===== src/rtl/trap_ctrl.sv =====
// Machine-mode trap controller: commits traps into the M-mode CSRs, handles mret and
// redirects fetch, and serves the CSR read/write port for the registers it owns.
module trap_ctrl #(
    parameter int unsigned      XLEN        = 32,
    parameter int unsigned      MXLEN       = 32,
    parameter int unsigned      CAUSE_W     = 5,
    parameter logic [MXLEN-1:0] RESET_MTVEC = 32'h0000_0000
) (
    input  logic               i_clk,
    input  logic               i_rst,
    input  logic               i_valid,
    input  logic [XLEN-1:0]    i_pc,
    input  logic               i_trap_req,
    input  logic [CAUSE_W-1:0] i_trap_cause,
    input  logic [MXLEN-1:0]   i_trap_tval,
    input  logic               i_mret,
    input  logic               i_csr_we,
    input  logic [11:0]        i_csr_addr,
    input  logic [MXLEN-1:0]   i_csr_wdata,
    output logic [MXLEN-1:0]   o_csr_rdata,
    output logic               o_csr_hit,
    output logic               o_redirect,
    output logic [XLEN-1:0]    o_redirect_pc,
    output logic               o_busy
);

    localparam logic [11:0] ADDR_MSTATUS  = 12'h300;
    localparam logic [11:0] ADDR_MTVEC    = 12'h305;
    localparam logic [11:0] ADDR_MSCRATCH = 12'h340;
    localparam logic [11:0] ADDR_MEPC     = 12'h341;
    localparam logic [11:0] ADDR_MCAUSE   = 12'h342;
    localparam logic [11:0] ADDR_MTVAL    = 12'h343;

    typedef enum logic [1:0] {StIdle, StTrap, StMret} state_e;

    state_e           state_q, state_d;
    logic [MXLEN-1:0] mtvec_q, mepc_q, mcause_q, mtval_q, mscratch_q;
    logic             mie_q, mpie_q;
    logic [XLEN-1:0]  target_q;

    logic take_trap, take_mret, csr_wr;

    // Commit-stage inputs only matter in IDLE; trap > mret > CSR write.
    assign take_trap = (state_q == StIdle) & i_valid & i_trap_req;
    assign take_mret = (state_q == StIdle) & i_valid & i_mret & ~i_trap_req;
    assign csr_wr    = (state_q == StIdle) & i_valid & i_csr_we & ~i_trap_req & ~i_mret;

    always_ff @(posedge i_clk or posedge i_rst) begin
        if (i_rst) begin
            state_q <= StIdle;
        end else begin
            state_q <= state_d;
        end
    end

    always_comb begin
        state_d = state_q;
        unique case (state_q)
            StIdle: begin
                if (take_trap) begin
                    state_d = StTrap;
                end else if (take_mret) begin
                    state_d = StMret;
                end
            end
            StTrap:  state_d = StIdle;
            StMret:  state_d = StIdle;
            default: state_d = StIdle;
        endcase
    end

    always_comb begin
        o_redirect = 1'b0;
        o_busy     = 1'b0;
        unique case (state_q)
            StTrap, StMret: begin
                o_redirect = 1'b1;
                o_busy     = 1'b1;
            end
            default: ;
        endcase
    end

    assign o_redirect_pc = target_q;

    always_ff @(posedge i_clk or posedge i_rst) begin
        if (i_rst) begin
            mtvec_q    <= {RESET_MTVEC[MXLEN-1:2], 2'b00};
            mepc_q     <= '0;
            mcause_q   <= '0;
            mtval_q    <= '0;
            mscratch_q <= '0;
            mie_q      <= 1'b0;
            mpie_q     <= 1'b0;
            target_q   <= '0;
        end else if (take_trap) begin
            mepc_q   <= {i_pc[XLEN-1:2], 2'b00};
            mcause_q <= {{(MXLEN-CAUSE_W){1'b0}}, i_trap_cause};
            mtval_q  <= i_trap_tval;
            mpie_q   <= mie_q;
            mie_q    <= 1'b0;
            target_q <= mtvec_q;
        end else if (take_mret) begin
            mie_q    <= mpie_q;
            mpie_q   <= 1'b1;
            target_q <= mepc_q;
        end else if (csr_wr) begin
            case (i_csr_addr)
                ADDR_MSTATUS: begin
                    mie_q  <= i_csr_wdata[3];
                    mpie_q <= i_csr_wdata[7];
                end
                ADDR_MTVEC:    mtvec_q    <= {i_csr_wdata[MXLEN-1:2], 2'b00};
                ADDR_MSCRATCH: mscratch_q <= i_csr_wdata;
                ADDR_MEPC:     mepc_q     <= {i_csr_wdata[MXLEN-1:2], 2'b00};
                ADDR_MCAUSE:   mcause_q   <= {1'b0, i_csr_wdata[MXLEN-2:0]};
                ADDR_MTVAL:    mtval_q    <= i_csr_wdata;
                default: ;
            endcase
        end
    end

    always_comb begin
        o_csr_rdata = '0;
        o_csr_hit   = 1'b1;
        case (i_csr_addr)
            ADDR_MSTATUS: begin
                o_csr_rdata[12:11] = 2'b11;  // MPP hardwired to M-mode
                o_csr_rdata[7]     = mpie_q;
                o_csr_rdata[3]     = mie_q;
            end
            ADDR_MTVEC:    o_csr_rdata = mtvec_q;
            ADDR_MSCRATCH: o_csr_rdata = mscratch_q;
            ADDR_MEPC:     o_csr_rdata = mepc_q;
            ADDR_MCAUSE:   o_csr_rdata = mcause_q;
            ADDR_MTVAL:    o_csr_rdata = mtval_q;
            default:       o_csr_hit   = 1'b0;
        endcase
    end

endmodule


===== config.mk =====
export PLATFORM = sky130hd
export DESIGN_NAME = trap_ctrl
export DESIGN_NICKNAME = d
export VERILOG_FILES = /design/src/rtl/trap_ctrl.sv
export SDC_FILE = /design/constraint.sdc
export NUM_CORES = 1
export LEC_CHECK = 0
export CORE_MARGIN = 3
export CORE_UTILIZATION = 52
export DETAILED_ROUTE_END_ITERATION = 6
export PLACE_DENSITY = 0.8
export SLEW_MARGIN = 30
export SYNTH_ARGS = -nofsm -noshare
export SYNTH_HDL_FRONTEND = slang
export SYNTH_SLANG_ARGS = --single-unit

===== constraint.sdc =====
create_clock -name i_clk -period 8.4 [get_ports i_clk]
set_input_delay 1.26 -clock i_clk [delete_from_list [all_inputs] [get_ports i_clk]]
set_output_delay 1.26 -clock i_clk [all_outputs]
set_load 0.01 [all_outputs]

==> flow_metrics.py <==
metrics = {
    "status": {
        "status": "completed",
    },
    "placed_design": {
        "place_congestion": 0.839,
        "pre_cts_slack_ns": 2.78,
        "placement.cell_area_um2": 11400,
        "numPortBuffers": 181,
        "dpl.cell_count": 1302,
        "dp_hpwl_um": 18300,
    },
    "sta": {
        "rsz0062_at_grt": "no",
        "slew-limit-headroom_pct": 35.0,
        "clock_skew_ns": 0.00814,
        "fmax_mhz": 178,
        "finalCritPeriodShare_pct": 66.9,
        "setup_viol": 0,
        "setup_slack_ns": 2.78,
        "drv_slew": 0,
        "tightest_slew_ns": 0.976,
        "hold_violations": 0,
        "period_needed_ns": 5.62,
        "setup_tns_ns": 0,
    },
    "cts": {
        "htreeDepth": 4,
        "clk_pin_slew_ns": 0.07,
        "clockRootBuffer": "clkbuf_16",
        "clock_sinks": 189,
        "cts_tree": "yes",
        "cts_hold_buf": 0,
        "cts_setup_buffers": 0,
        "cts_max_path_buffers": 2,
        "postCtsResizedCells": 0,
        "cts_buffers": 17,
        "clk_latency_ns": 0.44,
    },
    "grt": {
        "grt_pass1_wl_um": 47000,
        "grt_max_degree": 112,
        "overflow": 0,
        "grt_antenna_before_repair": 0,
        "grt_pass1_vias": 8501,
        "grt_use_total_pct": 29.8,
    },
    "yosys": {
        "syn_avg_cell_area_um2": 9.84,
        "seq_area_frac_synth_pct": 49.4,
        "async_flop_share_pct": 100,
        "ys_warn_count": 0,
        "synth_area_leaders": "dfrtp_1, o21ai_0, a21oi_1",
        "netlist_area_um2": 9580,
        "yosysMostFrequentCell": "dfrtp_1",
        "ys_seq_elements": 189,
        "synth_area_leader_cell": "dfrtp_1",
        "yosys-top-cells-count": "dfrtp_1, o21ai_0, a21oi_1",
        "ys.flop_type": "dfrtp_1",
        "synth-edff-count": 0,
        "synth_top_area_share_pct": 49.4,
        "syn-instance-count": 973,
        "ys_types": 50,
    },
    "routing": {
        "wl_met2_um": 14200,
        "met3RoutedLength_um": 2850,
        "wl_met1_um": 12400,
        "vias": 8629,
        "viasPerCell": 6.46,
        "drc_errors": 0,
        "top_layer": "met4",
        "routedWlPerCell_um": 22.6,
        "drt_first_pass_iters": 5,
        "ant_nets": 0,
        "drt_iter0_markers": 970,
        "routed_wl_um": 30200,
    },
    "worst_setup_path": {
        "cp_num_buf_inv": 2,
        "slowest_stage": "nand3_2",
        "worst_r2r_endpoint": "mscratch_q[25]",
        "cp_common_cell": "clkdlybuf4s50_1",
        "crit_fanout": 20,
        "cp-end-kind": "primary output",
        "cp-start-kind": "input pin",
        "crit_arrival_ns": 4.36,
        "r2r_cells": 5,
        "critical-path-top-delay-family": "simple AND/OR/NAND/NOR gates",
        "worst-endpoint-required_ns": 7.14,
        "path_cells": "clkdlybuf4s50_1 -> or4bb_1 -> nor2_2 -> nand3_2 -> o211ai_1 -> clkdlybuf4s50_1",
        "path_class": "input pin to primary output",
        "critPathMaxStageDelay_ns": 0.67,
        "reg2reg_setup_slack_ns": 5.26,
        "reg2reg_from": "state_q[1]",
    },
    "final_layout": {
        "final_cell_area_um2": 12000,
        "layout-drive-gt1-share_pct": 11.2,
        "multi_input_area_um2": 4420,
        "final_core_util_pct": 67.9,
        "seq_area_um2": 4730,
        "fin_cells": 1335,
        "syn_to_final_growth_pct": 25.3,
        "fillers": 1390,
        "nNetsFinal": 1217,
        "antennaDiodeCount": 0,
    },
    "min_path": {
        "worst_hold_path.endpoint": "o_redirect_pc[6]",
        "hold_class": "flip-flop to flip-flop",
        "hold_path_depth": 2,
        "worstHoldStart": "o_redirect_pc[6]",
    },
    "die": {
        "die_w_um": 142,
        "initial_core_util_pct": 54.2,
        "die_height_um": 142,
        "rows": 48,
        "fp.coreArea_um2": 17700,
        "die-area_um2": 20100,
        "pin_count": 186,
    },
    "power": {
        "p_leak_nw": 5.03,
        "powerDensity_nw_per_um2": 245,
        "vdd_drop_max_uv": 147,
    },
    "job": {
        "drv_cap": 0,
    },
}
area by class of cell:
| class | instances | area share [%] |
|---|---|---|
| sequential | 189 | 39.4 |
| multi-input combinational | 687 | 36.9 |
| timing repair buffer | 197 | 16.3 |
| clock buffer | 22 | 3.95 |
| tap | 225 | 2.35 |
| clock inverter | 10 | 0.949 |
| inverter | 5 | 0.219 |
cells by family (layout without fill, tap and decap cells):
family / after synthesis / in the layout / synth area share [%]
other cells: 1 / 2 / 0.0392
simple gates: 207 / 207 / 10.1
flops: 189 / 189 / 49.4
buf+inv: 98 / 234 / 4.94
fa+ha+maj: 1 / 1 / 0.131
compound gates: 374 / 374 / 23.7
mux: 103 / 103 / 11.7
worst min-delay path: cells and delay by family, from the launching register on:
family             cells  cell delay [ns]
DFF                    1             0.34
and+or+nand+nor        1             0.05
AOI/OAI and AO/OA      1             0.06
how the worst max path moves through the flow:
stage	from	end	slack (ns)	cells past startpoint
5_1_grt	i_csr_addr[3]	o_csr_rdata[20]	2.70	7
3_5_place_dp	i_csr_addr[3]	o_csr_rdata[19]	2.78	6
6_report	i_csr_addr[8]	o_csr_rdata[20]	2.78	6
3_3_place_gp	i_csr_addr[8]	o_csr_rdata[20]	2.77	6
4_1_cts	i_csr_addr[3]	o_csr_rdata[20]	2.79	6
2_1_floorplan	i_rst	mcause_q[0]	2.00	1
report_power, final:
group	internal, mW	total, mW	switching (mW)	leakage (nW)
combinational	0.398	0.832	0.435	2.37
clock	0.461	0.816	0.354	0.278
sequential	1.15	1.29	0.145	2.38
cell usage in the layout (no fill, tap or decap), types with 4 or more instances in the layout:
master,count
clkdlybuf4s50_1,180
dfrtp_1,189
nand3_1,29
o21ai_0,115
mux2_1,31
a31oi_1,67
nor2_1,81
o211ai_2,17
o21ai_1,4
clkinvlp_4,4
a22oi_1,38
mux2i_1,32
nand2b_1,4
mux2_2,40
a21oi_1,99
buf_4,14
clkbuf_16,17
o22ai_1,15
nand2_1,63
inv_1,4
a221o_1,4
per-layer routing:
layer	global-route usage, %	vias up
li1	-	3835
met4	9.90	0
met1	42.3	4250
met2	46.1	471
met3	5.93	73
met5	0	-
registers in the layout, indices dropped and copies added, names as in the netlist:
register       flops
mcause_q          31
mepc_q            30
mie_q              1
mpie_q             1
mscratch_q        32
mtval_q           32
mtvec_q           30
o_redirect_pc     30
state_q            2
metrics by stage:
step	hold WS (ns)	power, mW
finish	0.481	2.94
detailed placement	0.470	2.13
CTS	0.486	2.94
floorplan	0.457	1.76
global route	0.501	3.09
global placement	0.461	2.09
Note: power is estimated with default switching activity, not from simulation.
